## src/rtl/window_shift_ctrl.sv

```systemverilog
// Sequencer streaming BRAM words into lo/hi window registers and stepping the byte-rotation select.
// Optional tail window (lo<=hi, hi cleared) enabled by defining WINDOW_PAD_TAIL_EN.
module window_shift_ctrl #(
  parameter int ADDR_W = 10
) (
  input  logic              clk,
  input  logic              rst_n,
  input  logic              start,
  input  logic [ADDR_W-1:0] base_addr,
  input  logic [ADDR_W-1:0] num_words,
  output logic              busy,
  output logic              done,
  output logic              bram_en,
  output logic [ADDR_W-1:0] bram_addr,
  output logic              lo_load,
  output logic              lo_src,
  output logic              hi_load,
  output logic              hi_clr,
  output logic [2:0]        sel_mux,
  output logic              win_valid,
  input  logic              win_ready
);

  typedef enum logic [2:0] {
    S_IDLE, S_RD_LO, S_RD_HI, S_CAP_HI, S_STREAM, S_FETCH, S_DONE, S_PAD
  } state_t;

  state_t            state_q, state_d;
  logic [ADDR_W-1:0] addr_q, addr_d;
  logic [ADDR_W-1:0] rem_q, rem_d;
  logic [1:0]        phase_q, phase_d;
  logic              tail_q, tail_d;

  always_ff @(posedge clk or negedge rst_n) begin
    if (!rst_n) begin
      state_q <= S_IDLE;
      addr_q  <= '0;
      rem_q   <= '0;
      phase_q <= '0;
      tail_q  <= 1'b0;
    end else begin
      state_q <= state_d;
      addr_q  <= addr_d;
      rem_q   <= rem_d;
      phase_q <= phase_d;
      tail_q  <= tail_d;
    end
  end

  always_comb begin
    state_d   = state_q;
    addr_d    = addr_q;
    rem_d     = rem_q;
    phase_d   = phase_q;
    tail_d    = tail_q;
    busy      = (state_q != S_IDLE);
    done      = 1'b0;
    bram_en   = 1'b0;
    bram_addr = '0;
    lo_load   = 1'b0;
    lo_src    = 1'b0;
    hi_load   = 1'b0;
    hi_clr    = 1'b0;
    sel_mux   = 3'd0;
    win_valid = 1'b0;

    case (state_q)
      S_IDLE: begin
        if (start) begin
          addr_d  = base_addr;
          rem_d   = num_words;
          phase_d = 2'd0;
          tail_d  = 1'b0;
`ifdef WINDOW_PAD_TAIL_EN
          state_d = (num_words == '0) ? S_DONE : S_RD_LO;
`else
          state_d = (num_words < ADDR_W'(2)) ? S_DONE : S_RD_LO;
`endif
        end
      end
      S_RD_LO: begin
        bram_en   = 1'b1;
        bram_addr = addr_q;
        addr_d    = addr_q + ADDR_W'(1);
        rem_d     = rem_q - ADDR_W'(1);
        state_d   = S_RD_HI;
      end
      S_RD_HI: begin
        lo_load = 1'b1;
        lo_src  = 1'b0;
`ifdef WINDOW_PAD_TAIL_EN
        // Single-word run: capture it into lo and pad hi with zeros directly.
        if (rem_q == '0) begin
          hi_clr  = 1'b1;
          tail_d  = 1'b1;
          phase_d = 2'd0;
          state_d = S_STREAM;
        end else begin
          bram_en   = 1'b1;
          bram_addr = addr_q;
          addr_d    = addr_q + ADDR_W'(1);
          rem_d     = rem_q - ADDR_W'(1);
          state_d   = S_CAP_HI;
        end
`else
        bram_en   = 1'b1;
        bram_addr = addr_q;
        addr_d    = addr_q + ADDR_W'(1);
        rem_d     = rem_q - ADDR_W'(1);
        state_d   = S_CAP_HI;
`endif
      end
      S_CAP_HI: begin
        hi_load = 1'b1;
        phase_d = 2'd0;
        state_d = S_STREAM;
      end
      S_STREAM: begin
        win_valid = 1'b1;
        sel_mux   = {1'b0, phase_q};
        if (win_ready) begin
          phase_d = phase_q + 2'd1;
          if (phase_q == 2'd3) begin
            if (rem_q != '0) begin
              state_d = S_FETCH;
            end else begin
`ifdef WINDOW_PAD_TAIL_EN
              state_d = tail_q ? S_DONE : S_PAD;
`else
              state_d = S_DONE;
`endif
            end
          end
        end
      end
      S_FETCH: begin
        bram_en   = 1'b1;
        bram_addr = addr_q;
        lo_load   = 1'b1;
        lo_src    = 1'b1;
        addr_d    = addr_q + ADDR_W'(1);
        rem_d     = rem_q - ADDR_W'(1);
        state_d   = S_CAP_HI;
      end
`ifdef WINDOW_PAD_TAIL_EN
      S_PAD: begin
        lo_load = 1'b1;
        lo_src  = 1'b1;
        hi_clr  = 1'b1;
        tail_d  = 1'b1;
        phase_d = 2'd0;
        state_d = S_STREAM;
      end
`endif
      S_DONE: begin
        done    = 1'b1;
        state_d = S_IDLE;
      end
      default: state_d = S_IDLE;
    endcase
  end

endmodule

```

## config.mk

```make
export PLATFORM = sky130hd
export DESIGN_NAME = window_shift_ctrl
export DESIGN_NICKNAME = d
export VERILOG_FILES = /design/src/rtl/window_shift_ctrl.sv
export SDC_FILE = /design/constraint.sdc
export NUM_CORES = 1
export LEC_CHECK = 0
export BUFFER_PORTS_ARGS = -buffer_cell sky130_fd_sc_hd__buf_2
export CORE_MARGIN = 4
export CORE_UTILIZATION = 46
export CTS_CLUSTER_SIZE = 28
export DETAILED_ROUTE_END_ITERATION = 8
export GPL_ROUTABILITY_DRIVEN = 0
export GPL_TIMING_DRIVEN = 0
export HOLD_SLACK_MARGIN = 0.12
export MAX_ROUTING_LAYER = met4
export PLACE_DENSITY = 0.69
export SKIP_CTS_REPAIR_TIMING = 1
export SLEW_MARGIN = 5
export SYNTH_ARGS = -nofsm -noshare
export SYNTH_HDL_FRONTEND = slang
export SYNTH_SLANG_ARGS = --single-unit
export TNS_END_PERCENT = 100
```

## constraint.sdc

```tcl
create_clock -name clk -period 2.06 [get_ports clk]
set_input_delay 0.412 -clock clk [delete_from_list [all_inputs] [get_ports clk]]
set_output_delay 0.412 -clock clk [all_outputs]
set_load 0.01 [all_outputs]
```

Word-level counts from Yosys, hierarchy flattened

Index checks and enable logic that the tools add are counted.

Output and inout bits: 21
Bits in registers: 25
Input port bits: 24
Word-level logic and storage cells: 49

$add $sub $neg: 3
Mux-type cells: 21
Eq/ne operators: 10
Reduce and logical (&&, ||, !) cells: 10
Order comparisons: 1

Operators by type and width:

| operator              | count |
|---|---|
| $pmux 10 s2           | 2 |
| $mux 10               | 3 |
| $pmux 3 s5            | 1 |
| $mux 3                | 4 |
| $add 10x1->10 const B | 1 |
| $lt 10x2->1 const B   | 1 |
| $reduce_bool 10->1    | 1 |
| $sub 10x1->10 const B | 1 |
| $eq 3x3->1 const B    | 3 |
| $mux 2                | 4 |
| $eq 3x2->1 const B    | 2 |
| $mux 1                | 6 |
| $ne 2x2->1 const B    | 3 |
| $pmux 2 s3            | 1 |
| $reduce_and 3->1      | 2 |
| $reduce_bool 3->1     | 2 |
| $eq 3x1->1 const B    | 1 |
| $logic_not 3->1       | 1 |
| $reduce_or 3->1       | 1 |
| $add 2x1->2 const B   | 1 |
| $eq 2x2->1 const B    | 1 |
| $reduce_and 2->1      | 1 |
| $reduce_bool 2->1     | 1 |
| $reduce_or 2->1       | 1 |

Longest topological paths before layout

Gate-level depths: netlist of the first run.

Word-level depth: 5
Depth in mapped cells: 7
Mapped depth without buffers: 6

Worst setup path after synthesis of the first run

Ideal clock, no wire load.

Kind: flip-flop to output port
Start: reg state_q[2]
End: out bram_addr[0]
Slack: 0.415 ns
Data arrival time: 1.233 ns
Cell stages (with the launch flop): 7
Path buffers: 2
Cell sequence: dfrtp_1 nor3b_4 nor2_4 inv_2 buf_6 buf_6 and2_1

Cells in the longest elaborated chain, start to end: 3
Elaborated cells between the ends (all ways): 5
Classes of those cells: eq/ne (3); mux (1); reduce/logical (1)

Ends and longest elaborated chain:

| element                            | RTL line | source |
|---|---|---|
| from (decl)                        | 28       | `state_t state_q, state_d;` |
| from (signal assigned)             | 42       | `state_q <= state_d;` |
| $eq 3x3->1 (tied with other cells) | 67       | `case (state_q)` |
| $reduce_or 3->1 (no line) (*)      | -        |  |
| $mux 10 (*)                        | 67       |  |
| to (decl)                          | 14       | `output logic [ADDR_W-1:0] bram_addr,` |

Mark *: on every way between the ends. The rest lies on a longest branch, timed or not.

Worst setup path in the final report of the first run

Start: reg state_q[2]
End: out lo_load

Cells in the longest elaborated chain, start to end: 3
Elaborated cells between the ends (all ways): 4
Classes of those cells: eq/ne (2); mux (1); reduce/logical (1)

Ends and longest elaborated chain:

| element                                         | RTL line | source |
|---|---|---|
| $eq 3x3->1 / $eq 3x2->1 (equally long branches) | 67       |  |
| $reduce_or 2->1 (no line) (*)                   | -        |  |
| $mux 1 (*)                                      | 67       |  |
| to (decl)                                       | 15       | `output logic lo_load,` |

Marked as above.

==> results of run 1 <==
==> kinds of logic (layout without fill, tap and decap cells) <==
kind of cell,count (synthesis),count (layout)
fa+ha+maj,4,4
flops,25,25
buf+inv,28,82
compound gates,72,72
mux,4,4
other cells,1,2
simple gates,71,71
==> critical path, stage by stage, from the launching register on <==
cell and delay [ns]:
dfrtp_2 0.44, buf_4 0.14, buf_4 0.15, and2_1 0.14, or2_2 0.28, buf_2 0.14
==> state kept, by name, indices dropped and copies added, names as in the netlist <==
register	cells
rem_q	10
state_q	3
phase_q	2
addr_q	10
==> final cells by class <==
class                      count  area share
sequential                    25      0.2846
inverter                      10     0.01701
tap                           48     0.02721
buffer                        17     0.06009
clock inverter                 1    0.003401
timing repair buffer          51      0.1258
clock buffer                   3     0.01871
multi-input combinational    153      0.4632
==> how the worst min path moves through the flow <==
stage / from / to / slack (ns) / cells after the start
finish: rst_n / addr_q[2]$_DFFE_PN0P_ / 0.10 / 1
global route: rst_n / addr_q[0]$_DFFE_PN0P_ / 0.14 / 1
CTS: rst_n / addr_q[2]$_DFFE_PN0P_ / 0.13 / 1
detailed placement: rst_n / addr_q[2]$_DFFE_PN0P_ / 0.44 / 1
global placement: rst_n / addr_q[0]$_DFFE_PN0P_ / 0.44 / 1
floorplan: rst_n / addr_q[0]$_DFFE_PN0P_ / 0.12 / 0
==> through the flow <==
stage	setup TNS [ns]	worst slack, ns	hold WS [ns]	cells	instance area (um^2)
4_1_cts	-1.188	-0.1898	0.1341	300	2141
2_1_floorplan	0	0.4146	0.1164	206	1822
6_report	0	0.06359	0.1038	308	2207
3_5_place_dp	0	0.1320	0.4421	296	2092
5_1_grt	-0.01283	-0.007079	0.1437	308	2207
3_3_place_gp	0	0.1392	0.4446	296	2092
==> report_power, final <==
part / total (mW) / switching (mW) / internal, mW
clock: 0.312 / 0.175 / 0.138
sequential: 1.00 / 0.264 / 0.737
combinational: 2.51 / 1.33 / 1.18
total: 3.82 / 1.77 / 2.05
==> placed cells by master, fill, tap and decap left out, types with 3 or more instances in the layout <==
cell type  synthesis  routed
buf_2              7      49
nor3_1            10      10
mux2i_1            4       4
a21oi_1           19      19
nand3_1            6       6
o22a_1             5       5
nor2_1             8       8
o22ai_1            6       6
nand2_1            9       9
clkbuf_8           0       3
and2_1            10      10
buf_6              6       4
buf_4              4      14
a31oi_1            8       8
or3b_1             3       3
a2bb2oi_1          6       6
dfrtp_1           25      23
inv_1              9       9
o21ai_0           11      10
nor3b_1            5       5
ha_1               4       4
==> routing by layer <==
metal  track usage  up-vias
li1              -      869
met1        0.2498      822
met2        0.3234       57
met3       0.04119        0
met4       0.03132        0
met5             -        -
==> impl_results.md, run 1 <==
* Status: complete, no violations
* Kind of critical path: flop to output port
* Crit path max fanout at 10
* Die H at 70.87 um
* CP Launch Point: state_q[2]$_DFFE_PN0P_
* Post-Synth Adder-Cell Area at 0.02753
* Area share of xor/xnor cells in the synthesized design at 0
* Main combinational cell family by area after synthesis: compound AO/OA/AOI/OAI gates
* Yosys reg bits at 25
* Sequential area share after synthesis at 0.3441
* DR WL/cell at 15.09 um
* Synth-to-layout area growth at 21.40%
* Post-DP HPWL at 3377 um
* Post-synth top flop: dfrtp_1
* H-tree lvl count at 1
* Asr flop ratio synth at 1.000
* Detailed-route DRC error count at 0
* DR top layer: met3
* Post-route core utilization at 0.5896
* Fillers at 367
* Iter 0 DRT Violations at 115
* Via count at 1748
* Final setup violation count at 0
* Multi-input gate area at 1022 um^2
* Metal2 WL at 2310 um
* Worst-Margin Slew at 0.5662 ns
* Reg2reg setup slack at 0.23 ns
* WL met3 at 303 um
* Synth Area in Simple Gates at 0.2423
* Post-DRT Antenna Nets at 0
* Vias/cell at 5.675
* Gr usage total at 0.1949
* CORE AREA at 3744 um^2
* CTS Buf Count at 3
* Vias in the first global route at 1644
* Clk root buf: clkbuf_8
* Pwr Density at 1731 nW/um^2
* Final worst-path cycle share at 0.9691
* # IOs at 45
* CTS Buffer Depth at 2
* Clock transition at path regs at 0.11 ns
* Crit path time final at 1.996 ns
* Drt pass-1 iters at 5
* Tightest Hold Check Type: input pin to async pin
* Initial antenna violation count at 0
* Worst EP required at 1.65 ns
* Max-slew violation count at 0
* Max-cap violations at 0
* Synth cell count leaders: 25 x dfrtp_1, 19 x a21oi_1, 11 x o21ai_0, 10 x and2_1, 10 x nor3_1
* Worst Path Arrival at 1.58 ns
* Synth Warn # at 0
* Clock latency on the worst-skew pair at 0.28 ns
* Grt ovf at 0
* Layout cell share with drive strength beyond 1 at 0.3346
* Worst vdd ir at 0.0008523 V
* Top-count cell post-synth: dfrtp_1
* Reg-to-Reg Start: rem_q[0]$_DFFE_PN0P_
* Fmax at 500.9 MHz
* Total Wirelength at 4649 um
* # diodes at 0
* R2R depth at 6
* Register area at 628.1 um^2
* Synth Instances at 205
* Area leader, netlist: dfrtp_1
* Endpoint type of the worst setup path: output port
* Starting Density at 0.4856
* Static Leak at 1.009 nW
* Clock Sinks at 25
* Post-synthesis mux area share at 0.02202
* Count of buffers from port buffering at 42
* Largest net degree at the start of global routing at 26
* Cell Area, Synth at 1818 um^2
* Area contributors post-synth: dfrtp_1 34%, a21oi_1 5.2%, buf_6 3.7%
* Total chip power at 3.822 mW
* Top cell type's share of synthesized area at 0.3441
* Routed met1 length at 2035 um
* Slew headroom at 0.6225
* DIE AREA at 5022 um^2
* Syn Area/Cell at 8.868 um^2
* Final Hold Fails at 0
* Compound-Gate Fraction of Synth Area at 0.2663
* First-pass GRT wire length at 7776 um
* CTS tree: yes
* Post-synth cell types at 51
* Clock Skew at 0.01672 ns
* EDFF count, synth at 0
* Nets@finish at 289
* Setup crit end: lo_load
* Rows at 22
* Startpoint Class: flop
* Die width at 70.87 um
* Worst R2R End: rem_q[6]$_DFFE_PN0P_
Note: power is estimated with default switching activity, not from simulation.
==> run 2, diff against run 1 <==
Settings changed: CELL_PAD_IN_SITES_DETAIL_PLACEMENT from default to 0, CELL_PAD_IN_SITES_GLOBAL_PLACEMENT from default to 1, CORE_UTILIZATION 46 to 40, PLACE_DENSITY 0.69 to 0.79, TNS_END_PERCENT 100 to 1.
==> run 2 against run 1 <==
Global-route usage fell by 0.36 points. Via count down 1.6%. Clock power hardly changed. Combinational power about the same. Fmax fell by 2.0%. Sequential share of layout area unchanged. Setup slack worse by 0.041 ns. Die area is 13% higher. Clock-buffer cell count up 1. Largest power group unchanged.
==> impl_results.md, run 2 (same netlist as run 1, synthesis figures left out) <==
* Status: complete, no violations (unchanged)
* Slowest library cell on the worst path: dfrtp_2 (unchanged)
* Endpoint type of the worst setup path: output port (unchanged)
* CTS Buf Count at 3 (unchanged)
* Clk root buf: clkbuf_8 (unchanged)
* Initial antenna violation count at 0 (unchanged)
* CORE AREA at 4384 um^2 (was 3744 um^2)
* Max-cap violations at 0 (unchanged)
* Post-DP HPWL at 3556 um (was 3377 um)
* Dpl cells at 300 (was 296)
* Clock Sinks at 25 (unchanged)
* Layout cell share with drive strength beyond 1 at 0.3256 (was 0.3346)
* Slew headroom at 0.6106 (was 0.6225)
* Die width at 75.42 um (was 70.87 um)
* WP buf/inv at 4 (was 3)
* Worst slack, placed at 0.1578 ns (was 0.1320 ns)
* Fillers at 434 (was 367)
* Worst-Margin Slew at 0.5841 ns (was 0.5662 ns)
* Post-route insts no fill at 310 (was 308)
* Clock transition at path regs at 0.10 ns (was 0.11 ns)
* Nets@finish at 287 (was 289)
* Post-DRT Antenna Nets at 0 (unchanged)
* Clock latency on the worst-skew pair at 0.28 ns (about the same)
* Gr usage total at 0.1913 (was 0.1949)
* Worst path cell trace: nor3b_4 -> nor2_4 -> inv_2 -> buf_8 -> buf_8 -> and2_1 -> buf_2 (was buf_4 -> buf_4 -> and2_1 -> or2_2 -> buf_2)
* Commonest non-fill, non-tap cell in the layout: buf_2 (unchanged)
* RSZ-0062 raised after global routing: true
* Fmax at 490.9 MHz (was 500.9 MHz)
* Pwr Density at 1742 nW/um^2 (was 1731 nW/um^2)
* Detailed-route DRC error count at 0 (unchanged)
* Max-slew violation count at 0 (unchanged)
* Grt ovf at 0 (unchanged)
* DR WL/cell at 15.95 um (was 15.09 um)
* Starting Density at 0.4147 (was 0.4856)
* Crit-path most repeated cell: buf_8 (was buf_4)
* Static Leak at 1.003 nW (was 1.009 nW)
* # diodes at 0 (unchanged)
* # IOs at 45 (unchanged)
* Worst EP required at 1.65 ns (about the same)
* Final TNS setup at 0 ns (unchanged)
* Crit path time final at 2.037 ns (was 1.996 ns)
* Rows at 24 (was 22)
* Total Wirelength at 4946 um (was 4649 um)
* Setup slack after layout at 0.02291 ns (was 0.06359 ns)
* CTS Buffer Depth at 2 (unchanged)
* Count of buffers from port buffering at 42 (unchanged)
* Vias/cell at 5.548 (was 5.675)
* Startpoint Class: flop (unchanged)
* Vias in the first global route at 1645 (was 1644)
* Synth-to-layout area growth at 21.40% (unchanged)
* Crit path max fanout at 10 (unchanged)
* Iter 0 DRT Violations at 96 (was 115)
* Largest net degree at the start of global routing at 26 (unchanged)
* Die H at 75.42 um (was 70.87 um)
* Worst vdd ir at 0.0007455 V (was 0.0008523 V)
* Kind of critical path: flop to output port (unchanged)
* Final Hold Fails at 0 (unchanged)
* CP max stage delay at 0.45 ns (was 0.44 ns)
* H-tree lvl count at 1 (unchanged)
* CP delay by family, top: simple AND/OR/NAND/NOR gates (was flip-flops)
* Clock Skew at 0.008999 ns (was 0.01672 ns)
* DIE AREA at 5687 um^2 (was 5022 um^2)
* Drt pass-1 iters at 4 (was 5)
* Tightest Hold Check Type: input pin to async pin (unchanged)
* Post-DP Area at 2097 um^2 (was 2092 um^2)
* Post-route cell area at 2207 um^2 (unchanged)
* Most frequent cells in the layout: 48 x buf_2, 23 x dfrtp_1, 19 x a21oi_1, 11 x buf_4, 11 x o21ai_0 (was 49 x buf_2, 23 x dfrtp_1, 19 x a21oi_1, 14 x buf_4)
* Regs by FF count: addr_q: 10 flops, rem_q: 10 flops, state_q: 3 flops (unchanged)
* Via count at 1720 (was 1748)
* Post-route core utilization at 0.5034 (was 0.5896)
* Final setup violation count at 0 (unchanged)
* CTS tree: yes (unchanged)
* First-pass GRT wire length at 8107 um (was 7776 um)
* Worst Path Arrival at 1.63 ns (was 1.58 ns)
* Final worst-path cycle share at 0.9889 (was 0.9691)
-- run 2: cell count changes in the layout (fill, tap and decap cells not counted) --
cell,delta
nor3b_2,-1
o21ai_0,+1
nor3b_4,+1
buf_2,-1
clkbuf_2,+1
o21ai_1,-1
buf_4,-3
buf_8,+1
clkinvlp_4,-1
clkbuf_1,+1
-- run 2: worst reg2reg max path, stage by stage, from the launching register on --
cell and delay [ns]:
dfrtp_1 0.45, inv_1 0.10, ha_1 0.20, or3b_1 0.40, nor3_1 0.24, a31oi_1 0.13
o22a_1 0.20
-- run 2: layout make-up --
class	instances	area, um^2	area share
Multi-Input combinational cell	153	1028	0.4660
Sequential cell	25	628.1	0.2846
Timing Repair Buffer	48	255.2	0.1156
Buffer	18	147.6	0.06689
Tap cell	52	65.06	0.02948
Clock buffer	4	45.04	0.02041
Inverter	10	37.54	0.01701
-- run 2: where the power goes --
group / switching [mW] / internal, mW / total [mW]
Sequential: 0.267 / 0.737 / 1.00
Clock: 0.173 / 0.139 / 0.311
Combinational: 1.36 / 1.17 / 2.53
Total: 1.80 / 2.05 / 3.84
-- run 2: path summary, 6_finish.rpt --
| kind | startpoint | end | slack [ns] | cells past startpoint |
|---|---|---|---|---|
| max in group asynchronous | rst_n | state_q[0]$_DFFE_PN0P_ | 1.51 | 1 |
| setup reg to reg | rem_q[0]$_DFFE_PN0P_ | rem_q[6]$_DFFE_PN0P_ | 0.24 | 6 |
| hold / removal | rst_n | addr_q[0]$_DFFE_PN0P_ | 0.12 | 1 |
| hold reg to reg | addr_q[5]$_DFFE_PN0P_ | addr_q[5]$_DFFE_PN0P_ | 0.52 | 1 |
| min in group clk | num_words[8] | rem_q[8]$_DFFE_PN0P_ | 0.36 | 3 |
| setup / recovery | state_q[0]$_DFFE_PN0P_ | bram_addr[5] | 0.02 | 7 |
-- run 2: stage by stage --
step | hold WS [ns] | total power, mW
floorplan | 0.1164 | 2.760
global placement | 0.4519 | 3.410
detailed placement | 0.4581 | 3.426
CTS | 0.1525 | 3.745
global route | 0.1712 | 4.207
finish | 0.1201 | 3.844
-- run 2: layer usage --
| metal | GRT usage | vias up | wire length, um | share of wire |
|---|---|---|---|---|
| li1 | - | 871 | - | - |
| met1 | 0.2581 | 796 | 2306 | 0.47 |
| met2 | 0.2953 | 51 | 2350 | 0.48 |
| met3 | 0.03298 | 2 | 262 | 0.053 |
| met4 | 0.05437 | 0 | 27 | 0.0055 |
| met5 | - | - | 0 | 0 |
==> run 3, diff against run 2 <==
Settings changed: ABC_CLOCK_PERIOD_IN_PS from default to 1900.
Clock period 2.06 ns to 1.9 ns, I/O delays scaled along.
==> run 3 against run 2 <==
Design area is 1.7% higher. Combinational power is 12% higher. Final cell count is 0.97% higher. Clock-buffer cell count stayed put. Via count is 0.93% higher. Core utilization is 0.86 points higher. Sequential power is 9% higher. Clock skew hardly changed. Critical path depth is 3 lower. Largest cell class unchanged.
==> impl_results.md, run 3 (same netlist as run 1, synthesis figures left out) <==
* Most frequent cells in the layout: 47 x buf_2, 23 x dfrtp_1, 19 x a21oi_1, 15 x buf_4, 10 x nor3_1 (was 48 x buf_2, 23 x dfrtp_1, 19 x a21oi_1, 11 x buf_4, 11 x o21ai_0)
* Fillers at 437 (was 434)
* Switching Power at 1.957 mW (was 1.796 mW)
* Largest net degree at the start of global routing at 26 (unchanged)
* Tightest Hold Check Type: input pin to async pin (unchanged)
* Drt pass-1 iters at 4 (unchanged)
* Sequential Power Share at 0.257 (was 0.261)
* Worst vdd ir at 0.0008406 V (was 0.0007455 V)
* Clock Sinks at 25 (unchanged)
* WHS at 0.09312 ns (was 0.1201 ns)
* CORE AREA at 4384 um^2 (unchanged)
* Startpoint Class: flop (unchanged)
* Register area at 628.1 um^2 (unchanged)
* Final setup violation count at 0 (unchanged)
* Crit path max fanout at 7 (was 10)
* Post-route cell area at 2245 um^2 (was 2207 um^2)
* Count of buffers from port buffering at 42 (unchanged)
* Clock latency on the worst-skew pair at 0.28 ns (about the same)
* Slew headroom at 0.6054 (was 0.6106)
* Clock transition at path regs at 0.10 ns (about the same)
* Synth-to-layout area growth at 23.47% (was 21.40%)
* Setup slack after layout at 0.009139 ns (was 0.02291 ns)
* Rows at 24 (unchanged)
* Clock Skew at 0.008703 ns (was 0.008999 ns)
* Worst slack, placed at 0.02981 ns (was 0.1578 ns)
* Endpoint type of the worst setup path: output port (unchanged)
* Worst EP required at 1.52 ns (was 1.65 ns)
* Fmax at 528.9 MHz
* Gate power share at 0.664 (was 0.658)
* RSZ-0062 raised after global routing: true (unchanged)
* Clk root buf: clkbuf_8 (unchanged)
* CTS tree: yes (unchanged)
* Internal power at 2.296 mW (was 2.048 mW)
* CTS Buf Count at 3 (unchanged)
* Crit path time final at 1.891 ns
* Max-slew violation count at 0 (unchanged)
* Worst Path Arrival at 1.51 ns (was 1.63 ns)
* Total chip power at 4.253 mW (was 3.844 mW)
* Kind of critical path: flop to output port (unchanged)
* Total Wirelength at 4948 um (was 4946 um)
* DR WL/cell at 15.81 um (was 15.95 um)
* Switching share of power at 0.4601 (was 0.4672)
* Vias in the first global route at 1645 (unchanged)
* Status: complete, no violations (unchanged)
* Post-DP Area at 2097 um^2 (unchanged)
* Worst-Margin Slew at 0.5919 ns (was 0.5841 ns)
* Final Hold Fails at 0 (unchanged)
* Post-DP HPWL at 3556 um (unchanged)
* Post-route core utilization at 0.5120 (was 0.5034)
* Via count at 1736 (was 1720)
* Max-cap violations at 0 (unchanged)
* Static Leak at 1.023 nW (was 1.003 nW)
* Pwr Density at 1895 nW/um^2 (was 1742 nW/um^2)
* Detailed-route DRC error count at 0 (unchanged)
* Multi-input gate area at 1035 um^2 (was 1028 um^2)
* Die width at 75.42 um (unchanged)
* Gr usage total at 0.1913 (unchanged)
* Vias/cell at 5.546 (was 5.548)
* First-pass GRT wire length at 8107 um (unchanged)
* Die H at 75.42 um (unchanged)
* # IOs at 45 (unchanged)
* DIE AREA at 5687 um^2 (unchanged)
* Iter 0 DRT Violations at 102 (was 96)
* # diodes at 0 (unchanged)
* Nets@finish at 290 (was 287)
* Dpl cells at 300 (unchanged)
* Commonest non-fill, non-tap cell in the layout: buf_2 (unchanged)
* H-tree lvl count at 1 (unchanged)
* Initial antenna violation count at 0 (unchanged)
* Clock network power share at 0.079 (was 0.081)
* Layout cell share with drive strength beyond 1 at 0.3410 (was 0.3256)
* Final worst-path cycle share at 0.9952
* Post-route insts no fill at 313 (was 310)
* Final TNS setup at 0 ns (unchanged)
* CTS Buffer Depth at 2 (unchanged)
* Regs by FF count: addr_q: 10 flops, rem_q: 10 flops, state_q: 3 flops (unchanged)
* Post-DRT Antenna Nets at 0 (unchanged)
* Grt ovf at 0 (unchanged)
* Starting Density at 0.4147 (unchanged)
-- run 3: changes by cell type in the layout (fill, tap and decap cells not counted) --
| cell | delta |
|---|---|
| o21ai_2 | +1 |
| buf_4 | +4 |
| o21ai_0 | -2 |
| and2_4 | +1 |
| and2_1 | -1 |
| clkbuf_2 | -1 |
| o21ai_1 | +1 |
| buf_2 | -1 |
| buf_6 | +1 |
-- run 3: power groups by stage --
stage                     combinational (mW)  sequential [mW]  clock (mW)
after floorplan                         1.98             1.02           0
after global placement                  2.60             1.10           0
after detailed placement                2.62             1.10           0
after CTS                               2.62             1.09       0.348
after global routing                    3.15             1.14       0.375
final                                   2.83             1.09       0.335
-- run 3: per-layer routing --
layer	vias up	routed length [um]	GRT usage
li1	879	-	-
met1	798	2313	0.2581
met2	55	2342	0.2953
met3	4	254	0.03298
met4	0	38	0.05437
met5	-	0	-
-- run 3: path summary, 6_finish.rpt --
check / from / to / slack (ns) / cells past startpoint
max in group asynchronous: rst_n / state_q[0]$_DFFE_PN0P_ / 1.37 / 1
setup / recovery: state_q[0]$_DFFE_PN0P_ / lo_load / 0.009 / 4
hold / removal: rst_n / addr_q[0]$_DFFE_PN0P_ / 0.09 / 1
min in group clk: num_words[8] / rem_q[8]$_DFFE_PN0P_ / 0.33 / 3
setup reg to reg: rem_q[0]$_DFFE_PN0P_ / rem_q[6]$_DFFE_PN0P_ / 0.08 / 6
hold reg to reg: addr_q[5]$_DFFE_PN0P_ / addr_q[5]$_DFFE_PN0P_ / 0.52 / 1
-- run 3: worst max-delay path, cell delays in order (launching register included) --
cell and delay, ns:
dfrtp_2 0.45, and2b_4 0.21, and2_1 0.17, or2_2 0.28, buf_2 0.14
-- run 3: cell type report --
| cell class | count | share of cell area |
|---|---|---|
| plain buffers | 16 | 0.05853 |
| clock buffers | 4 | 0.02007 |
| inverters | 10 | 0.01672 |
| multi-input cells | 153 | 0.4610 |
| flip-flops and latches | 25 | 0.2798 |
| well taps | 52 | 0.02899 |
| repair buffers | 53 | 0.1349 |
